==> src/rtl/issue_queue.sv <==
// ============================================================================
// Module   : issue_queue (with supporting package mmm_pkg)
// Purpose  : Instruction FIFO between the fetch and decode stages. Fetch
//            pushes on a valid/ready handshake. Decode pops the oldest entry
//            in order. flush_i discards every buffered instruction in one
//            cycle.
// Ports    : clk_i          clock, rising edge
//            rst_n_i        synchronous active-low reset
//            flush_i        discard all buffered instructions
//            issue_valid_i  fetch offers instruction_i
//            issue_ready_o  queue can accept an instruction this cycle
//            instruction_i  instruction from fetch (ILEN bits)
//            instr_valid_o  instruction_o is valid
//            instr_ready_i  decode accepts instruction_o this cycle
//            instruction_o  oldest buffered instruction (ILEN bits)
//            count_o        occupancy, 0..DEPTH
// Options  : ISSUE_QUEUE_BYPASS_EN. When this macro is defined, an empty
//            queue forwards instruction_i straight to instruction_o. If
//            decode takes the instruction in that same cycle, it is never
//            stored.
// Revision : 1.0 - initial release
// ============================================================================
`default_nettype none

package mmm_pkg;
  localparam int ILEN = 32;
endpackage

module issue_queue #(
  parameter int DEPTH = 8,
  parameter int ILEN  = mmm_pkg::ILEN
) (
  input  logic                     clk_i,
  input  logic                     rst_n_i,
  input  logic                     flush_i,
  input  logic                     issue_valid_i,
  output logic                     issue_ready_o,
  input  logic [ILEN-1:0]          instruction_i,
  output logic                     instr_valid_o,
  input  logic                     instr_ready_i,
  output logic [ILEN-1:0]          instruction_o,
  output logic [$clog2(DEPTH):0]   count_o
);

  localparam int AW = $clog2(DEPTH);
  localparam int PW = AW + 1;

  logic [ILEN-1:0] mem [DEPTH];
  logic [PW-1:0]   rd_ptr;
  logic [PW-1:0]   wr_ptr;
  logic [PW-1:0]   count_q;

  logic empty;
  logic full;
  logic push;
  logic pop;

  assign empty = (rd_ptr == wr_ptr);
  // Equal index bits with differing wrap bits means the writer is a full
  // lap ahead of the reader.
  assign full  = (rd_ptr[AW-1:0] == wr_ptr[AW-1:0]) && (rd_ptr[AW] != wr_ptr[AW]);

  assign issue_ready_o = !full && !flush_i;

`ifdef ISSUE_QUEUE_BYPASS_EN
  logic bypass;
  assign bypass        = empty && issue_valid_i && !flush_i;
  assign instr_valid_o = (!empty || bypass) && !flush_i;
  assign instruction_o = bypass ? instruction_i : mem[rd_ptr[AW-1:0]];
  // An instruction forwarded and consumed in the same cycle is never stored.
  assign push = issue_valid_i && issue_ready_o && !flush_i && !(bypass && instr_ready_i);
  // Only stored entries move the read pointer. A bypassed hand-off leaves
  // both pointers untouched.
  assign pop  = !empty && instr_ready_i && !flush_i;
`else
  assign instr_valid_o = !empty && !flush_i;
  assign instruction_o = mem[rd_ptr[AW-1:0]];
  assign push = issue_valid_i && issue_ready_o && !flush_i;
  assign pop  = instr_valid_o && instr_ready_i && !flush_i;
`endif

  assign count_o = count_q;

  // Storage is not reset. Writes are blocked while reset is asserted, so
  // reset takes precedence over a push in the same cycle.
  always_ff @(posedge clk_i) begin
    if (rst_n_i && push) begin
      mem[wr_ptr[AW-1:0]] <= instruction_i;
    end
  end

  always_ff @(posedge clk_i) begin
    if (!rst_n_i) begin
      rd_ptr  <= '0;
      wr_ptr  <= '0;
      count_q <= '0;
    end else if (flush_i) begin
      rd_ptr  <= wr_ptr;
      count_q <= '0;
    end else begin
      if (push) wr_ptr <= wr_ptr + PW'(1);
      if (pop)  rd_ptr <= rd_ptr + PW'(1);
      count_q <= count_q + PW'(push) - PW'(pop);
    end
  end

endmodule

`default_nettype wire

==> config.mk <==
export PLATFORM = sky130hd
export DESIGN_NAME = issue_queue
export DESIGN_NICKNAME = d
export VERILOG_FILES = /design/src/rtl/issue_queue.sv
export SDC_FILE = /design/constraint.sdc
export NUM_CORES = 1
export LEC_CHECK = 0
export ABC_CLOCK_PERIOD_IN_PS = 6900
export BUFFER_PORTS_ARGS = -buffer_cell sky130_fd_sc_hd__buf_2
export CAP_MARGIN = 10
export CORE_MARGIN = 8
export CORE_UTILIZATION = 60
export CTS_CLUSTER_DIAMETER = 100
export CTS_CLUSTER_SIZE = 40
export DETAILED_ROUTE_END_ITERATION = 16
export PLACE_DENSITY = 0.85
export SLEW_MARGIN = 10
export SYNTH_ARGS = -nofsm -noshare
export SYNTH_HDL_FRONTEND = slang
export SYNTH_SLANG_ARGS = --single-unit
==> constraint.sdc <==
create_clock -name clk_i -period 6.9 [get_ports clk_i]
set_input_delay 0.345 -clock clk_i [delete_from_list [all_inputs] [get_ports clk_i]]
set_output_delay 0.345 -clock clk_i [all_outputs]
set_load 0.01 [all_outputs]
* Word-level counts from Yosys, hierarchy flattened
Memory sizes are Yosys's and may differ from the RTL's. A register that Yosys moved wholly into a read port is not among the register bits.
Index checks and enable logic that the tools add are counted.
** Word-level totals
- Bits in writable memories :: 256
- Flip-flop bits (word level) :: 12
- Input port bits :: 37
- Word-level logic and storage cells :: 33
- Memories :: 1
** Memories
- mem :: depth 8, bits a word 32, rd ports 1, clocked after Yosys merged registers in 1, write ports 1, RTL line 48 : logic [ILEN-1:0] mem [DEPTH];
** Cells by class
- Reductions and logical operators :: 14
- Add/subtract/negate cells :: 4
- Equal/unequal tests :: 3
- Multiplexer cells :: 6
- Bitwise gates (word level) :: 2
** Operator list (number)
- adder 4 x 1 -> 4 bit (second input constant) :: 2
- logical AND 1 bit :: 8
- 2-to-1 mux 4 bit :: 2
- 2-to-1 mux 3 bit :: 2
- adder 4 x 1 -> 4 bit :: 1
- equality test 4 bit :: 1
- subtractor 4 x 1 -> 4 bit :: 1
- equality test 3 bit :: 1
- logical NOT 1 bit :: 3
- 2-to-1 mux 1 bit :: 2
- NOT 1 bit :: 2
- AND reduction 2 bit :: 1
- nonzero test 2 bit :: 1
- OR reduction 2 bit :: 1
- != test 1 bit :: 1

* Depth between registers and ports, before layout
- Depth after elaboration :: 9
- Mapped depth :: 11

* Worst setup path after synthesis
OpenSTA, ideal clock, no wires.
- Path type :: input -> register
- Start point :: in flush_i
- End point :: mem mem[5][0], enable pin
- Arrival :: 2590 ps
- Stages on the path :: 5
- Required time :: 6479 ps
- Setup slack :: 3889 ps
- Setup time :: 421 ps
- Cells stage by stage :: clkbuf_1 -> nand2b_1 -> a41oi_2 -> nand3_1 -> nor2_1
** Between the ends
- Longest elaborated chain between the ends :: 7
** RTL lines
- from (decl) :: RTL line 35 : input logic flush_i,
- logical NOT 1 bit * :: RTL line 63, 78
- logical AND 1 bit :: RTL line 63 : assign issue_ready_o = !full && !flush_i;
- logical AND 1 bit :: RTL line 78 : assign push = issue_valid_i && issue_ready_o && !flush_i;
- logical AND 1 bit * :: RTL line 78
- logical AND 1 bit * :: RTL line 87 : if (rst_n_i && push) begin
- 2-to-1 mux 1 bit * :: RTL line 87
- 2-to-1 mux 1 bit (implied by the code) * :: RTL line 88 : mem[wr_ptr[AW-1:0]] <= instruction_i;
- to (decl) :: RTL line 48
Mark *: on every way between the ends. The rest lies on a longest branch, timed or not.

==> impl_metrics.csv <==
group,metric,value,unit
placed_design,placed_cells,753,
drt,drt-total-wl,19200,microns
synthesis,netlist_area_before_placement,10500,sq um
clocking,cts_root_buffer,"clkbuf_16",
worst_setup_path,cp-end-kind,"output port",
placed_design,numPortBuffers,74,
timing,worst_slew_slack_as_a_fraction_of_its_limit,0.197,
synthesis,ys_warn_count,0,
cells_and_area,finalCoreUtilization,0.664,
power,power.density,245,nW/um^2
cells_and_area,final_cell_count_no_fill,768,
timing,totalNegativeSetupSlack,0,ps
timing,actual_transition_at_the_worst_max_transition_pin,1200,ps
clocking,tritoncts_num_sinks,271,
floorplanning,core_region_area,17200,sq um
clocking,postCtsResizedCells,0,
worst_setup_path,worstPathRequired,6550,ps
job,max_cap_violations,0,
synthesis,async_flop_share,0,
synthesis,synth_cell_types,35,
power,cellInternalPower,2220,uW
timing,period_share,0.488,
hold_path,timing.hold.worst_path_depth,1,
synthesis,syn-instance-count,473,
power,power_switching,573,uW
cells_and_area,final_design_area_no_fill,11400,sq um
timing,timing.clock.skew,16.9,ps
global_route,via_count_of_the_first_global_routing_pass,5061,
synthesis,synth_edf_count,256,
clocking,postCtsHoldBufs,0,
floorplanning,chipWidth,148,microns
synthesis,synth_sequential_area_ratio,0.761,
floorplanning,design.die.area,22000,sq um
synthesis,synth_top_cell_by_area,"edfxtp_1",
placed_design,dpl-instance-area,11100,sq um
hold_path,min_path_type,"input pin to register",
power,vdd.ir_drop.worst,0.000177,V
clocking,cts_max_path_buffers,3,
clocking,post_cts_buffers,0,
clocking,clkTransAtPathRegs,140,ps
synthesis,synth.top_cells.by_area,"edfxtp_1 (73%), mux4_2 (14%), mux2_2 (3.4%)",
drt,detailed_router_s_first_iteration_violation_count,305,
power,p_clk_frac,0.263,
floorplanning,initial_utilization,0.611,
placed_design,dpl.hpwl,11000,microns
drt,drc,0,
timing,timing.final.hold_violations,0,
worst_setup_path,start_kind,"register",
drt,post_drt_via_cell_ratio,6.21,
worst_setup_path,timing.setup.critical_path_class,"register to output port",
synthesis,synth_ff_type,"edfxtp_1",
timing,setup_viol_count_final,0,
global_route,antenna_found_initial,4,
global_route,grt_util_all_layers,0.175,
drt,vias,4768,
synthesis,postSynthNetCount,517,
placed_design,last_weighted_congestion_value_of_the_routability_driven_placer,0.771,
cells_and_area,post_route_cells_drive_above_1_share,0.370,
cells_and_area,flow.area_growth_from_synthesis,8.68,%
drt,avgRoutedWirePerCell,25.0,microns
clocking,htreeDepth,1,
status,status,"complete, no violations",
global_route,grt_pass1_wl,29300,microns
synthesis,synth_top_area_frac,0.732,
cells_and_area,post_layout_net_count,584,
drt,drtPass1Iterations,4,
timing,fin_crit,3370,ps
power,seq_power_share,0.659,
clocking,clk-insertion-delay-late,480,ps
clocking,tritoncts.num_buffers,10,
worst_setup_path,worstRegToRegCells,4,
timing,final_max_tran_viols,0,
worst_setup_path,timing.critical_path.arrival,3020,ps
cells_and_area,layout.filler_cells,1133,
cells_and_area,final_common_cell,"edfxtp_1",
drt,drtAntennaViolNets,0,
floorplanning,fp.dieH,148,microns
power,share_comb_of_total_power,0.078,
global_route,grt_max_degree,65,
synthesis,ys_seq_elements,271,
power,p_leak,0.00360,uW
synthesis,syn_area_per_cell,22.2,sq um
timing,achievable-frequency,297,MHz
clocking,cts_tree,"done",
global_route,grt-ovfl-total,0,
floorplanning,boundaryPins,75,
cells_and_area,final_cell_mix,"edfxtp_1 (256), buf_2 (74), mux4_2 (64)",
worst_setup_path,peak_fanout_along_the_critical_path,44,
timing,rsz0062_at_grt,"no",
floorplanning,fp-row-count,48,
power,swShare,0.205,
-- flip-flops by register name (all words and copies together) (netlist names), named ones only --
register  flops
rd_ptr        4
wr_ptr        4
mem         256
count_o       4
-- cells in the mapped netlist, drive strengths merged (2+ instances only) --
master,n
a21o,2
a21oi,5
a31oi,2
buf,16
clkbuf,6
dfxtp,15
edfxtp,256
ha,6
inv,10
mux2,32
mux2i,3
mux4,64
nand2,3
nand2b,3
nand3,6
nor2,16
nor3,3
o21ai,4
xnor2,5
xor2,7
-- area by class of cell --
| cell class | instances | area (sq um) | area share |
|---|---|---|---|
| clock buffer | 12 | 279 | 0.0245 |
| multi-input combinational | 170 | 2410 | 0.211 |
| tap | 225 | 282 | 0.0247 |
| inverter | 10 | 37.5 | 0.00329 |
| antenna | 2 | 5.00 | 0.000439 |
| clock inverter | 1 | 8.76 | 0.000768 |
| timing repair buffer | 77 | 393 | 0.0344 |
| sequential | 271 | 8000 | 0.701 |
-- final timing paths --
kind                                        startpoint                endpoint  slack (ps)
worst min register to register  wr_ptr[3]$_SDFFE_PN0P_  wr_ptr[3]$_SDFFE_PN0P_         560
worst max register to register  wr_ptr[0]$_SDFFE_PN0P_    mem[2][18]$_DFFE_PP_        3760
worst max-delay path                          register       instruction_o[29]        3530
worst min-delay path                 instruction_i[22]    mem[2][22]$_DFFE_PP_         140
-- power by group through the flow --
stage,clock [uW],sequential [uW],combinational (uW)
final,734,1840,217
after global routing,783,1840,236
after detailed placement,0,1880,219
after CTS,742,1840,221
after global placement,0,1880,211
after floorplan,0,1850,162
-- per-layer routing --
metal | vias to the layer above | routed length [microns] | global-route usage
met4 | 4 | 394 | 0.0515
met2 | 149 | 10200 | 0.311
met3 | 30 | 884 | 0.0258
met5 | - | 15 | 0
li1 | 2057 | - | -
met1 | 2528 | 7670 | 0.220
-- worst max-delay path: stages (launching register included) --
cell and delay [ps]:
dfxtp_4 640, buf_4 750, mux4_2 630, mux2_2 310, buf_2 150
-- per-stage QoR --
stage / total power (uW) / hold WS [ps] / setup slack (ps)
floorplan: 2020 / 444 / 3890
global placement: 2090 / 530 / 3970
detailed placement: 2100 / 541 / 3720
CTS: 2800 / 125 / 3460
global route: 2860 / 116 / 3330
finish: 2790 / 136 / 3530
-- cell families (layout without fill, tap and decap cells) --
kind of cell	Yosys count	in the layout	share of synthesized area
fa+ha+maj	7	7	0.00906
simple gates	36	36	0.0172
flops	271	271	0.761
mux	99	99	0.174
compound gates	16	16	0.0118
other cells	0	2	0
buf+inv	32	100	0.0153
xor+xnor	12	12	0.0114
(Power assumes the default switching activity.)
